===== config.mk =====
export PLATFORM = sky130hd
export DESIGN_NAME = regfile_wb_arbiter_flat
export DESIGN_NICKNAME = d
export VERILOG_FILES = /design/src/rtl/regfile_wb_arbiter_if.sv /design/src/rtl/regfile_wb_arbiter.sv /design/src/flat_wrapper.sv
export SDC_FILE = /design/constraint.sdc
export NUM_CORES = 1
export LEC_CHECK = 0
export BUFFER_PORTS_ARGS = -buffer_cell sky130_fd_sc_hd__buf_4
export CORE_AREA = 5 5 64 66
export DETAILED_ROUTE_END_ITERATION = 10
export DIE_AREA = 0 0 69 71
export PLACE_DENSITY = 0.83
export SYNTH_ARGS = -nofsm -noshare
export SYNTH_HDL_FRONTEND = slang
export SYNTH_SLANG_ARGS = --single-unit
export TNS_END_PERCENT = 50

===== constraint.sdc =====
create_clock -name clk -period 3.5 [get_ports clk]
set_input_delay 0.175 -clock clk [delete_from_list [all_inputs] [get_ports clk]]
set_output_delay 0.175 -clock clk [all_outputs]
set_load 0.02 [all_outputs]

===== src/rtl/regfile_wb_arbiter_if.sv =====
// Writeback bus shared by the ALU, load/store unit, decoder and register file.
// The master side drives requests and issues. The slave side is the arbiter.
interface regfile_wb_arbiter_if #(
  parameter int DATA_W = 16,
  parameter int NREG   = 8,
  parameter int AW     = 3
);
  logic              a_valid;
  logic [AW-1:0]     a_rd;
  logic [DATA_W-1:0] a_data;
  logic              a_ready;
  logic              b_valid;
  logic [AW-1:0]     b_rd;
  logic [DATA_W-1:0] b_data;
  logic              b_ready;
  logic              issue_valid;
  logic [AW-1:0]     issue_rd;
  logic              issue_stall;
  logic [NREG-1:0]   busy;
  logic              rf_we;
  logic [AW-1:0]     rf_sel;
  logic [DATA_W-1:0] rf_data;
  logic              wb_err;

  modport master (
    output a_valid, a_rd, a_data,
    output b_valid, b_rd, b_data,
    output issue_valid, issue_rd,
    input  a_ready, b_ready, issue_stall, busy,
    input  rf_we, rf_sel, rf_data, wb_err
  );

  modport slave (
    input  a_valid, a_rd, a_data,
    input  b_valid, b_rd, b_data,
    input  issue_valid, issue_rd,
    output a_ready, b_ready, issue_stall, busy,
    output rf_we, rf_sel, rf_data, wb_err
  );
endinterface


===== src/rtl/regfile_wb_arbiter.sv =====
// Round-robin arbiter for the register-file write port (ALU vs LSU)
// with a per-register busy scoreboard for RAW stalls.
module regfile_wb_arbiter #(
  parameter int DATA_W = 16,
  parameter int NREG   = 8,
  parameter int AW     = 3
) (
  input logic clk,
  input logic rst_n,
  regfile_wb_arbiter_if.slave bus
);
  logic              r_rr_b;
  logic [NREG-1:0]   r_busy;
  logic              r_rf_we;
  logic [AW-1:0]     r_rf_sel;
  logic [DATA_W-1:0] r_rf_data;
  logic              r_wb_err;

  logic              w_gnt_a;
  logic              w_gnt_b;
  logic              w_gnt;
  logic [AW-1:0]     w_rd;
  logic [DATA_W-1:0] w_data;
  logic              w_set;
  logic [NREG-1:0]   w_busy_nxt;

  always_comb begin
    w_gnt_a = bus.a_valid & (~bus.b_valid | r_rr_b);
    w_gnt_b = bus.b_valid & (~bus.a_valid | ~r_rr_b);
    w_gnt   = w_gnt_a | w_gnt_b;
    w_rd    = '0;
    w_data  = '0;
    unique case (1'b1)
      w_gnt_a: begin
        w_rd   = bus.a_rd;
        w_data = bus.a_data;
      end
      w_gnt_b: begin
        w_rd   = bus.b_rd;
        w_data = bus.b_data;
      end
      default: ;
    endcase
    w_set      = bus.issue_valid & ~r_busy[bus.issue_rd];
    w_busy_nxt = r_busy;
    if (w_gnt) w_busy_nxt[w_rd] = 1'b0;
    // New writer owns the register even if its old writer retires now
    if (w_set) w_busy_nxt[bus.issue_rd] = 1'b1;
  end

  always_ff @(posedge clk or negedge rst_n) begin
    if (!rst_n) begin
      r_rr_b    <= 1'b1;
      r_busy    <= '0;
      r_rf_we   <= 1'b0;
      r_rf_sel  <= '0;
      r_rf_data <= '0;
      r_wb_err  <= 1'b0;
    end else begin
      r_rf_we <= w_gnt;
      r_busy  <= w_busy_nxt;
      if (w_gnt) begin
        r_rf_sel  <= w_rd;
        r_rf_data <= w_data;
        r_rr_b    <= w_gnt_b;
        if (!r_busy[w_rd]) r_wb_err <= 1'b1;
      end
    end
  end

  assign bus.a_ready     = w_gnt_a;
  assign bus.b_ready     = w_gnt_b;
  assign bus.issue_stall = bus.issue_valid & r_busy[bus.issue_rd];
  assign bus.busy        = r_busy;
  assign bus.rf_we       = r_rf_we;
  assign bus.rf_sel      = r_rf_sel;
  assign bus.rf_data     = r_rf_data;
  assign bus.wb_err      = r_wb_err;
endmodule


===== src/flat_wrapper.sv =====
// flat-port wrapper written by rule: the top's interface ports become plain ports
module regfile_wb_arbiter_flat 
#(
  parameter int DATA_W = 16,
  parameter int NREG   = 8,
  parameter int AW     = 3
)
  (clk, rst_n, bus_a_valid, bus_a_rd, bus_a_data, bus_b_valid, bus_b_rd, bus_b_data, bus_issue_valid, bus_issue_rd, bus_a_ready, bus_b_ready, bus_issue_stall, bus_busy, bus_rf_we, bus_rf_sel, bus_rf_data, bus_wb_err);
  regfile_wb_arbiter_if #(.DATA_W(DATA_W), .NREG(NREG), .AW(AW)) bus_i ();
  input logic clk;
  input logic rst_n;
  input wire logic [$bits(bus_i.a_valid)-1:0] bus_a_valid;
  input wire logic [$bits(bus_i.a_rd)-1:0] bus_a_rd;
  input wire logic [$bits(bus_i.a_data)-1:0] bus_a_data;
  input wire logic [$bits(bus_i.b_valid)-1:0] bus_b_valid;
  input wire logic [$bits(bus_i.b_rd)-1:0] bus_b_rd;
  input wire logic [$bits(bus_i.b_data)-1:0] bus_b_data;
  input wire logic [$bits(bus_i.issue_valid)-1:0] bus_issue_valid;
  input wire logic [$bits(bus_i.issue_rd)-1:0] bus_issue_rd;
  output wire logic [$bits(bus_i.a_ready)-1:0] bus_a_ready;
  output wire logic [$bits(bus_i.b_ready)-1:0] bus_b_ready;
  output wire logic [$bits(bus_i.issue_stall)-1:0] bus_issue_stall;
  output wire logic [$bits(bus_i.busy)-1:0] bus_busy;
  output wire logic [$bits(bus_i.rf_we)-1:0] bus_rf_we;
  output wire logic [$bits(bus_i.rf_sel)-1:0] bus_rf_sel;
  output wire logic [$bits(bus_i.rf_data)-1:0] bus_rf_data;
  output wire logic [$bits(bus_i.wb_err)-1:0] bus_wb_err;
  assign bus_i.a_valid = bus_a_valid;
  assign bus_i.a_rd = bus_a_rd;
  assign bus_i.a_data = bus_a_data;
  assign bus_i.b_valid = bus_b_valid;
  assign bus_i.b_rd = bus_b_rd;
  assign bus_i.b_data = bus_b_data;
  assign bus_i.issue_valid = bus_issue_valid;
  assign bus_i.issue_rd = bus_issue_rd;
  assign bus_a_ready = bus_i.a_ready;
  assign bus_b_ready = bus_i.b_ready;
  assign bus_issue_stall = bus_i.issue_stall;
  assign bus_busy = bus_i.busy;
  assign bus_rf_we = bus_i.rf_we;
  assign bus_rf_sel = bus_i.rf_sel;
  assign bus_rf_data = bus_i.rf_data;
  assign bus_wb_err = bus_i.wb_err;
  regfile_wb_arbiter #(.DATA_W(DATA_W), .NREG(NREG), .AW(AW)) u_core (.clk(clk), .rst_n(rst_n), .bus(bus_i));
endmodule

# After elaboration in Yosys (flattened, before gate mapping)
# Cells that the tools add are included.
# classes
magnitude_cmp,4
muxes,12
bitwise,15
n_reduce_logical,3
# ops
cell,n
$pmux 16 s2,1
$mux 8,2
$and 8x8->8,1
$lt 3x4->1 const B,2
$not 8->8,1
$or 8x8->8,1
$bmux 1 s3,2
$demux 1 s3,2
$ge 3x1->1 const B,2
$pmux 3 s2,1
$not 1->1,5
$and 1x1->1,4
$mux 1,4
$or 1x1->1,3
$logic_and 1x1->1,2
$reduce_and 2->1,1
# word_totals
ff_bits,30
inputBits,46

# Logic depth before layout (Yosys ltp)
# Gate-level depths: netlist of run 1.
# depth
word_depth,13
depth_mapped,7

# Least setup slack after synthesis of run 1
# Ideal clock, no wire load.
# synth_timing
path_kind,register to register
from,register u_core.r_rr_b
to,register u_core.r_wb_err (netlist: u_core.bus.wb_err)
setup_ps,92
arrival_time_ps,1665
required_time_ps,3408
setup_slack_ps,1744
path_stages_with_launch,8
path_buffers,0
period_less_slack_ps,1756
cell_sequence,dfstp_2 -> nand2_2 -> nand2_4 -> inv_2 -> a32oi_4 -> mux2i_1 -> o22ai_1 -> o31ai_2
# synth_between
elab_chain_len,8
word_cells_on_any_way,11
classes_between,mux (3); bitwise (7); reduce/logical (1)
# synth_lines
element,line,text
from (decl),regfile_wb_arbiter.sv:12,logic r_rr_b;
from (signal assigned),regfile_wb_arbiter.sv:65,r_rr_b <= w_gnt_b;
$not 1->1 (*),regfile_wb_arbiter.sv:29,w_gnt_b = bus.b_valid & (~bus.a_valid | ~r_rr_b);
$or 1x1->1 (*),regfile_wb_arbiter.sv:29,
$and 1x1->1 (*),regfile_wb_arbiter.sv:29,
net bus_b_ready,flat_wrapper.sv:21,output wire logic [$bits(bus_i.b_ready)-1:0] bus_b_ready;
$pmux 3 s2,regfile_wb_arbiter.sv:33,unique case (1'b1)
$bmux 1 s3,regfile_wb_arbiter.sv:66,if (!r_busy[w_rd]) r_wb_err <= 1'b1;
$mux 1 (not written as such),regfile_wb_arbiter.sv:66,
$not 1->1 (no source line),n/a,
$reduce_and 2->1 (no source line) (*),n/a,
to (signal assigned),regfile_wb_arbiter.sv:58,r_wb_err <= 1'b0;
to (signal assigned),regfile_wb_arbiter.sv:66,
to (decl),regfile_wb_arbiter.sv:17,logic r_wb_err;
# Mark *: on every way through the listed nets, which the timed path passes. The rest lies on a longest branch. The select of a mux whose other input is x is not followed.
# A chain may end at the register's enable or synchronous reset.

# Final worst setup path of run 1
# layout_timing
from,register u_core.r_rr_b
to,register u_core.r_wb_err (netlist: u_core.bus.wb_err)
# layout_between
elab_chain_len,8
word_cells_on_any_way,11
classes_between,mux (3); bitwise (7); reduce/logical (1)
# layout_lines
element,line
$not 1->1,regfile_wb_arbiter.sv:29
$or 1x1->1,regfile_wb_arbiter.sv:29
$and 1x1->1,regfile_wb_arbiter.sv:29
$pmux 3 s2,regfile_wb_arbiter.sv:33
$bmux 1 s3,regfile_wb_arbiter.sv:66
$mux 1 (not written as such),regfile_wb_arbiter.sv:66
$not 1->1 (no source line),n/a
$reduce_and 2->1 (no source line) (*),n/a
# Every way passes the cells marked *; elsewhere a longest branch is shown, timed or not. The select of a mux whose other input is x is not followed.

==> results.json, run 1 <==
{
  "setup_ws_ns": 1.301,
  "stdcell_area_sq_mm": 0.002266,
  "layout_min_cycle_time_ns": 2.199,
  "finalSetupViolCount": 0,
  "root_buffer": "clkbuf_4",
  "maxCapViolations": 0,
  "antenna_found_initial": 0,
  "drive_above_1_share_pct": 44.35,
  "internal_power_uw": 705.0,
  "numCtsBuffers": 5,
  "tightest_slew_ns": 0.4098,
  "routabilityCongestion": 0.8524,
  "rsz0062_at_grt": "false",
  "status": "finished clean",
  "cp_slowest_cell": "dfstp_2",
  "first_pass_iters": 4,
  "insertion_delay_ns": 0.32,
  "clkSlewWorstSetupHoldPaths_ns": 0.09,
  "synth_edf_count": 0,
  "critPathArrivalTime_ns": 2.43,
  "slew_violations": 0,
  "synth_common_cells": "dfrtp_1, nor2_1, o22ai_1, o21ai_0, mux2_2",
  "leakage_uw": 0.001076,
  "p_sw_uw": 394.2,
  "synthCells": 161,
  "ys_ff_latch": 30,
  "n_antenna_cell": 0,
  "synth_top_area_share_pct": 45.38,
  "startpoint_type": "flop",
  "vias_per_cell": 5.289,
  "core_sq_mm": 0.003523,
  "h-tree-depth": 2,
  "wl_per_cell_microns": 15.11,
  "comb_power_share_pct": 38.2,
  "post-place-ws_ns": 1.340,
  "fmax_ghz": 0.4548,
  "ant_nets": 0,
  "hold_path.class": "input port to flop",
  "synth_area_leaders": "dfrtp_1, mux2_2, o22ai_1",
  "grt_pass1_vias": 1514,
  "endpoint_kind": "flop",
  "ios": 78,
  "slew_headroom_pct": 72.68,
  "cts.sinks": 30,
  "max_stage_delay_ns": 0.59,
  "syn_to_final_growth_pct": 41.71,
  "synth_area_leader_cell": "dfrtp_1",
  "path_max_fanout": 17,
  "ir_drop_mv": 0.2844,
  "crit_type": "flop to flop",
  "fin_setup_tns_ns": 0,
  "skew_ns": 0.01069,
  "die_x_microns": 69,
  "placementRows": 22,
  "die-area_sq_mm": 0.004899,
  "globalRouteOverflowTotal": 0,
  "finalHoldViolations": 0,
  "synth_area_per_cell_sq_um": 9.932,
  "finalCritPeriodShare_pct": 62.82,
  "ys_warn_count": 0,
  "async_flop_share_pct": 100.0,
  "netSwitchingFraction_pct": 35.86,
  "seq_area_frac_synth_pct": 47.03,
  "syn_nets": 207,
  "cts_resized": 0,
  "initial_core_util_pct": 45.38,
  "final_nets": 284,
  "power.share.clock_pct": 19.1,
  "crit_required_ns": 3.73,
  "grt_pass1_wl_microns": 7210,
  "drc": 0,
  "ys_types": 32,
  "cts_tree": "built",
  "worstPathCellList": "nand2_2 -> nand2_4 -> inv_2 -> a32oi_4 -> mux2i_1 -> o22ai_1 -> o31ai_2",
  "grt_usage_pct": 18.06,
  "dr_total_vias": 1518,
  "place.port_buffers": 77,
  "nFillCells": 300,
  "dp_hpwl_microns": 3307,
  "ctsLongestPathBuffers": 2,
  "synth_area_sq_mm": 0.001599,
  "die-height_microns": 71,
  "wirelength_microns": 4338,
  "total_power_uw": 1099,
  "grt_max_degree": 31,
  "power_density_mw_per_mm2": 485.1,
  "synthFlopType": "dfrtp_1",
  "p_seq_share_pct": 42.7,
  "dr.first_iter.drc_count": 83,
  "dpl-instance-area_sq_mm": 0.002196
}
[layout by cell type (no fill, tap or decap), types with 2 or more instances in the layout]
| cell | synthesis | layout |
|---|---|---|
| mux2i_1 | 5 | 5 |
| a31oi_1 | 4 | 4 |
| a21oi_1 | 4 | 4 |
| mux2_2 | 12 | 12 |
| o22ai_1 | 18 | 18 |
| o31ai_1 | 2 | 2 |
| nor2_1 | 29 | 29 |
| o21ai_0 | 14 | 14 |
| clkbuf_4 | 0 | 5 |
| inv_1 | 6 | 6 |
| dfrtp_1 | 29 | 29 |
| nand2b_1 | 4 | 4 |
| nand2_1 | 9 | 9 |
| buf_4 | 0 | 77 |
[cells by family (layout without fill, tap and decap cells)]
group           after synthesis  after routing  synth area share, %
flops                        30             30                47.03
mux                          19             19                14.63
simple gates                 50             50                14.40
compound gates               47             47                19.72
buf+inv                      15             93                4.224
[final timing paths]
kind / startpoint / cells after the start / to / slack, ns
max in group asynchronous: rst_n / 2 / u_core.r_rr_b / 2.85
min in group asynchronous: rst_n / 2 / u_core.bus.rf_data[8] / 0.34
worst min register to register: u_core.bus.rf_sel[1] / 2 / u_core.bus.rf_sel[1] / 0.48
worst max-delay path: u_core.r_rr_b / 7 / u_core.bus.wb_err / 1.30
worst min-delay path: bus_b_data[3] / 3 / u_core.bus.rf_data[3] / 0.08
worst max register to register: u_core.r_rr_b / 7 / u_core.bus.wb_err / 1.30
[power groups by stage]
stage	Combinational (uW)	Sequential, uW	Clock [uW]
detailed placement	421	475	0
global route	459	477	232
CTS	423	467	216
finish	420	469	210
global placement	412	471	0
floorplan	160	533	0
[cell type report]
class	instances	area, sq um	share of cell area, %
Clock buffer	7	55.05	2.430
Clock inverter	1	5.005	0.2209
Inverter	7	26.28	1.160
Multi-Input combinational cell	116	779.5	34.40
Sequential cell	30	752.0	33.19
Tap cell	48	60.06	2.650
Timing Repair Buffer	78	588.1	25.95
[critical path, delay by kind of cell (launching register included)]
family          cells  cell delay (ns)
compound gates      3             0.68
flops               1             0.59
simple gates        2             0.46
mux                 1             0.26
buf+inv             1             0.10
[routing by layer]
metal	wire length, microns	GRT usage [%]
met5	0	0
met4	34	5.857
met3	294	6.250
met2	2267	28.81
met1	1742	23.05
[what timing repair did]
| action | CTS | global route |
|---|---|---|
| hold buffers | 1 | 0 |
| hold endpoints to repair | 29 | 0 |
| buffers inserted | 0 | 0 |
[registers in the layout, indices dropped and copies added, names as in the netlist]
register,flops
u_core.bus.busy,8
u_core.bus.wb_err,1
u_core.r_rr_b,1
u_core.bus.rf_we,1
u_core.bus.rf_data,16
u_core.bus.rf_sel,3
[through the flow]
stage          hold slack [ns]  utilization, %  instances
3_3_place_gp            0.1209           62.32        278
4_1_cts                0.05943           64.31        287
2_1_floorplan          -0.1206               -        161
6_report               0.08007           64.31        287
3_5_place_dp            0.1213           62.32        278
5_1_grt                0.05521           64.31        287
(Power assumes the default switching activity.)
==> run 2: changes to the inputs <==
Settings changed: ABC_AREA set to 1, CORE_AREA 5 5 64 66 to 5 5 68 70, DIE_AREA 0 0 69 71 to 0 0 73 75, PLACE_DENSITY 0.83 to 0.75.
Clock period 3.5 ns to 1.8 ns, I/O delays scaled along.
==> results.json, run 2 <==
{
  "first_pass_iters": 4,
  "insertion_delay_ns": 0.27,
  "ant_nets": 0,
  "ys_ff_latch": 30,
  "path_max_fanout": 9,
  "startpoint_type": "flop",
  "p_sw_uw": 781.7,
  "maxCapViolations": 0,
  "p_seq_share_pct": 35.8,
  "grt_max_degree": 31,
  "power.share.clock_pct": 33.5,
  "clkSlewWorstSetupHoldPaths_ns": 0.07,
  "layout_min_cycle_time_ns": 1.573,
  "fmax_ghz": 0.6356,
  "post-cts-setup-buffer-count": 0,
  "layout_common_cells": "buf_4, nand2_1, nand3_1",
  "synthCells": 203,
  "dp_hpwl_microns": 3358,
  "grt_pass1_wl_microns": 6858,
  "slew_violations": 0,
  "slew_headroom_pct": 74.61,
  "die-height_microns": 75,
  "fin_setup_tns_ns": 0,
  "root_buffer": "clkbuf_8",
  "endpoint_kind": "flop",
  "core_sq_mm": 0.003914,
  "die-area_sq_mm": 0.005475,
  "status": "finished clean",
  "vias_per_cell": 4.908,
  "globalRouteOverflowTotal": 0,
  "cts.sinks": 30,
  "ctsLongestPathBuffers": 2,
  "async_flop_share_pct": 100.0,
  "synth_edf_count": 0,
  "ir_drop_mv": 0.5842,
  "wirelength_microns": 4265,
  "ios": 78,
  "wl_per_cell_microns": 12.66,
  "tightest_slew_ns": 0.3809,
  "rsz0062_at_grt": "false",
  "synth_area_sq_mm": 0.001525,
  "crit_required_ns": 2.01,
  "syn_to_final_growth_pct": 52.50,
  "synth_top_area_share_pct": 47.58,
  "skew_ns": 0.004505,
  "ys_warn_count": 0,
  "synth_common_cells": "nand2_1, nand3_1, dfrtp_1, o21ai_0, inv_1",
  "internal_power_uw": 1717,
  "finalSetupViolCount": 0,
  "synth.most_common_cell": "nand2_1",
  "synth_area_per_cell_sq_um": 7.513,
  "layout_commonest_cell": "buf_4",
  "drc": 0,
  "stdcell_area_sq_mm": 0.002326,
  "routabilityCongestion": 0.8347,
  "synth_area_leaders": "dfrtp_1, nand2_1, nand3_1",
  "leakage_uw": 0.001211,
  "syn_nets": 249,
  "grt_pass1_vias": 1634,
  "largest_reg_flops": 16,
  "comb_power_share_pct": 30.7,
  "finalCritPeriodShare_pct": 87.41,
  "die_x_microns": 73,
  "initial_core_util_pct": 38.97,
  "drive_above_1_share_pct": 34.84,
  "seq_area_frac_synth_pct": 49.30,
  "h-tree-depth": 2,
  "placementRows": 23,
  "numCtsBuffers": 5,
  "dpl-instance-area_sq_mm": 0.002163,
  "grt_usage_pct": 16.06,
  "netSwitchingFraction_pct": 31.29,
  "synth_area_leader_cell": "dfrtp_1",
  "finalHoldViolations": 0,
  "dr_total_vias": 1654,
  "antenna_found_initial": 0,
  "critPathArrivalTime_ns": 1.79,
  "crit_type": "flop to flop",
  "dr.first_iter.drc_count": 73,
  "n_antenna_cell": 0,
  "power_density_mw_per_mm2": 1074,
  "cts_tree": "built",
  "final_nets": 332,
  "synthFlopType": "dfrtp_1",
  "hold_path.class": "input port to flop",
  "place.port_buffers": 77,
  "ys_types": 18
}
==> run 2: changes by cell type after synthesis, moves of 3 or more <==
cell	delta
inv_1	+7
nand2b_1	-4
a21oi_1	-3
nand2_1	+59
clkbuf_1	-4
a31oi_1	-4
nand3_1	+46
mux2_2	-12
nor2_1	-17
mux2i_1	-5
o22ai_1	-18
==> run 2: kinds of logic after synthesis <==
kind of cell    share of synthesized area, %
flops                                  49.30
buf+inv                                6.071
compound gates                         7.465
simple gates                           37.16
==> run 2: layer usage <==
metal | up-vias | routed length (microns) | GRT usage [%]
li1 | 827 | - | -
met1 | 752 | 1600 | 17.21
met2 | 70 | 2150 | 28.90
met3 | 5 | 481 | 6.409
met4 | 0 | 33 | 5.123
met5 | - | 0 | 0
==> run 2: layout make-up <==
type / count / area (sq um)
multi-input cells: 151 / 685.7
inverters: 16 / 65.06
repair buffers: 82 / 618.1
flip-flops and latches: 30 / 752.0
fillers: 373 / 1588
clock inverters: 2 / 60.06
clock buffers: 6 / 82.58
well taps: 50 / 62.56
==> run 2: stage by stage <==
step	hold WS (ns)	total power (uW)	instances	worst slack [ns]	utilization (%)
floorplan	-0.2056	1293	203	0.4515	-
global placement	0.04057	1660	328	0.2923	55.27
detailed placement	0.04069	1677	328	0.2417	55.27
CTS	0.02118	2523	337	0.02433	59.24
global route	0.02250	2642	337	0.02991	59.43
finish	0.02469	2499	337	0.2267	59.43
==> run 2: worst max-delay path: stages, from the launching register on <==
cell and delay, ns:
dfstp_2 0.54, inv_1 0.05, nand2_2 0.09, nand3_1 0.16, nand2_4 0.16, inv_2 0.08, nor2_1 0.09, nor2_1 0.05
nor2_1 0.13, nand3_1 0.09, nand2_1 0.07
==> run 2: what timing repair did <==
action,CTS,global route
resized for setup,1,3
endpoints found under the hold margin,29,0
hold buffers,1,0
gates cloned,0,0
endpoints found under the setup margin,1,2
==> run 2: path summary, 6_finish.rpt <==
kind	from	endpoint	slack [ns]	cells past startpoint
max in group asynchronous	rst_n	u_core.r_rr_b	1.21	2
worst max-delay path	u_core.r_rr_b	u_core.bus.wb_err	0.23	10
worst min-delay path	bus_b_data[1]	u_core.bus.rf_data[1]	0.02	3
worst max register to register	u_core.r_rr_b	u_core.bus.wb_err	0.23	10
worst min register to register	u_core.bus.wb_err	u_core.bus.wb_err	0.47	2
min in group asynchronous	rst_n	u_core.bus.busy[7]	0.27	2
==> run 2: power by group through the flow <==
stage          clock, uW  combinational [uW]  sequential (uW)
2_1_floorplan          0                 263             1030
3_3_place_gp           0                 760              901
3_5_place_dp           0                 770              907
4_1_cts              852                 776              895
5_1_grt              890                 842              911
6_report             838                 767              894
==> run 3: changes to the inputs <==
Settings changed: BUFFER_PORTS_ARGS -buffer_cell sky130_fd_sc_hd__buf_4 to not set, CORE_AREA 5 5 68 70 to 5 5 62 64, DIE_AREA 0 0 73 75 to 0 0 67 69, DONT_BUFFER_PORTS set to 1, PLACE_DENSITY 0.75 to 0.67.
==> results.json, run 3 (same netlist as run 2, synthesis figures left out) <==
{
  "max_stage_delay_ns": 0.55,
  "ios": 78,
  "cp_slowest_cell": "dfstp_2",
  "vias_per_cell": 5.348,
  "startpoint_type": "flop",
  "cts.sinks": 30,
  "drc": 0,
  "dp_hpwl_microns": 3054,
  "leakage_uw": 0.0009736,
  "rrSetupSlack_ns": 0.22,
  "seq_area_sq_um": 752.0,
  "final_util_pct": 63.80,
  "dr_total_vias": 1583,
  "wl_met2_microns": 2557,
  "syn_to_final_growth_pct": 35.19,
  "post-cts-setup-buffer-count": 0,
  "die_x_microns": 67,
  "die-area_sq_mm": 0.004623,
  "power_density_mw_per_mm2": 932.5,
  "top_layer": "met4",
  "slew_violations": 0,
  "layout_common_cells": "nand2_1, nand3_1, dlygate4sd3_1",
  "critPathArrivalTime_ns": 1.59,
  "maxCapViolations": 0,
  "globalRouteOverflowTotal": 0,
  "ant_nets": 0,
  "h-tree-depth": 2,
  "insertion_delay_ns": 0.34,
  "endpoint_kind": "primary output",
  "cp_top_family": "flip-flops",
  "holdWs_ns": 0.01519,
  "layoutNonFillerInstCount": 296,
  "cts_tree": "built",
  "cp.buffers_inverters": 2,
  "wl_met3_microns": 395,
  "skew_ns": 0.005469,
  "die-height_microns": 69,
  "fin_setup_tns_ns": 0,
  "post-place-cells": 247,
  "crit_type": "flop to primary output",
  "dr.first_iter.drc_count": 101,
  "grt_max_degree": 31,
  "total_power_uw": 1923,
  "antenna_found_initial": 0,
  "wirelength_microns": 4734,
  "largest_reg_flops": 16,
  "hold_path.class": "input port to flop",
  "fmax_ghz": 0.5964,
  "rsz0062_at_grt": "false",
  "layout_commonest_cell": "nand2_1",
  "n_antenna_cell": 0,
  "grt_usage_pct": 21.70,
  "wl_met1_microns": 1664,
  "final_nets": 295,
  "layout_min_cycle_time_ns": 1.677,
  "crit_required_ns": 1.71,
  "numCtsBuffers": 5,
  "multi_input_area_sq_um": 680.7,
  "hold_path_depth": 4,
  "rr_startpoint": "u_core.r_rr_b",
  "placementRows": 21,
  "finalHoldViolations": 0,
  "place.port_buffers": 0,
  "wl_per_cell_microns": 15.99,
  "ir_drop_mv": 0.5314,
  "nFillCells": 270,
  "clkSlewWorstSetupHoldPaths_ns": 0.10,
  "slew_headroom_pct": 73.31,
  "root_buffer": "clkbuf_4",
  "first_pass_iters": 4,
  "path_max_fanout": 17,
  "holdPathEnd": "u_core.bus.busy[4]",
  "tightest_slew_ns": 0.3994,
  "finalSetupViolCount": 0,
  "drive_above_1_share_pct": 8.400,
  "core_sq_mm": 0.003232,
  "status": "finished clean",
  "grt_pass1_vias": 1639,
  "ctsLongestPathBuffers": 2,
  "initial_core_util_pct": 47.19,
  "worstRegToRegCells": 6,
  "holdCritStartpoint": "bus_issue_rd[2]",
  "worstPathCellList": "inv_1 -> nand2_2 -> nand2_1 -> clkinv_2",
  "finalCritPeriodShare_pct": 93.15,
  "r2r_end": "u_core.bus.rf_data[7]",
  "grt_pass1_wl_microns": 7645,
  "routabilityCongestion": 0.8132
}
run 3: layer usage:
layer  global-route usage, %  up-vias
li1                        -      751
met1                   22.43      741
met2                   38.54       76
met3                   6.981       15
met4                   9.685        0
met5                       0        -
run 3: where the power goes:
group	internal, uW	total [uW]	switching (uW)	leakage, uW
Clock	189	441	252	0.0000353
Sequential	793	1060	266	0.000358
Combinational	180	422	241	0.000580
run 3: metrics by stage:
stage	area (sq um)	setup WS, ns
floorplan	1525	0.4515
global placement	1580	0.3108
detailed placement	1580	0.2540
CTS	2061	0.05437
global route	2062	0.006233
finish	2062	0.1233
run 3: layout make-up:
cell class,instances,share of cell area [%]
Clock inverter,1,0.2427
Tap cell,46,2.791
Timing Repair Buffer,45,21.84
Inverter,16,2.973
Clock buffer,7,2.670
Sequential cell,30,36.47
Multi-Input combinational cell,151,33.01
run 3: timing repair:
action / CTS / global route
setup endpoints to repair: 0 / 1
endpoints found under the hold margin: 54 / 0
gates resized for setup: 0 / 1
hold buffers: 41 / 0
run 3: worst max-delay path by stage:
stage,end,cells past startpoint,start
after floorplan,u_core.bus.wb_err,10,u_core.r_rr_b
after global placement,u_core.bus.wb_err,10,u_core.r_rr_b
after detailed placement,u_core.bus.rf_data[15],6,u_core.r_rr_b
after CTS,bus_a_ready,4,u_core.r_rr_b
after global routing,bus_a_ready,4,u_core.r_rr_b
final,bus_a_ready,4,u_core.r_rr_b
run 3: worst reg2reg max path, stage by stage, from the launching register on:
cell and delay (ns):
dfstp_2 0.38, inv_1 0.07, nand2_2 0.08, nand2_1 0.28, clkinv_2 0.37, nand2_1 0.18
nand3_1 0.10
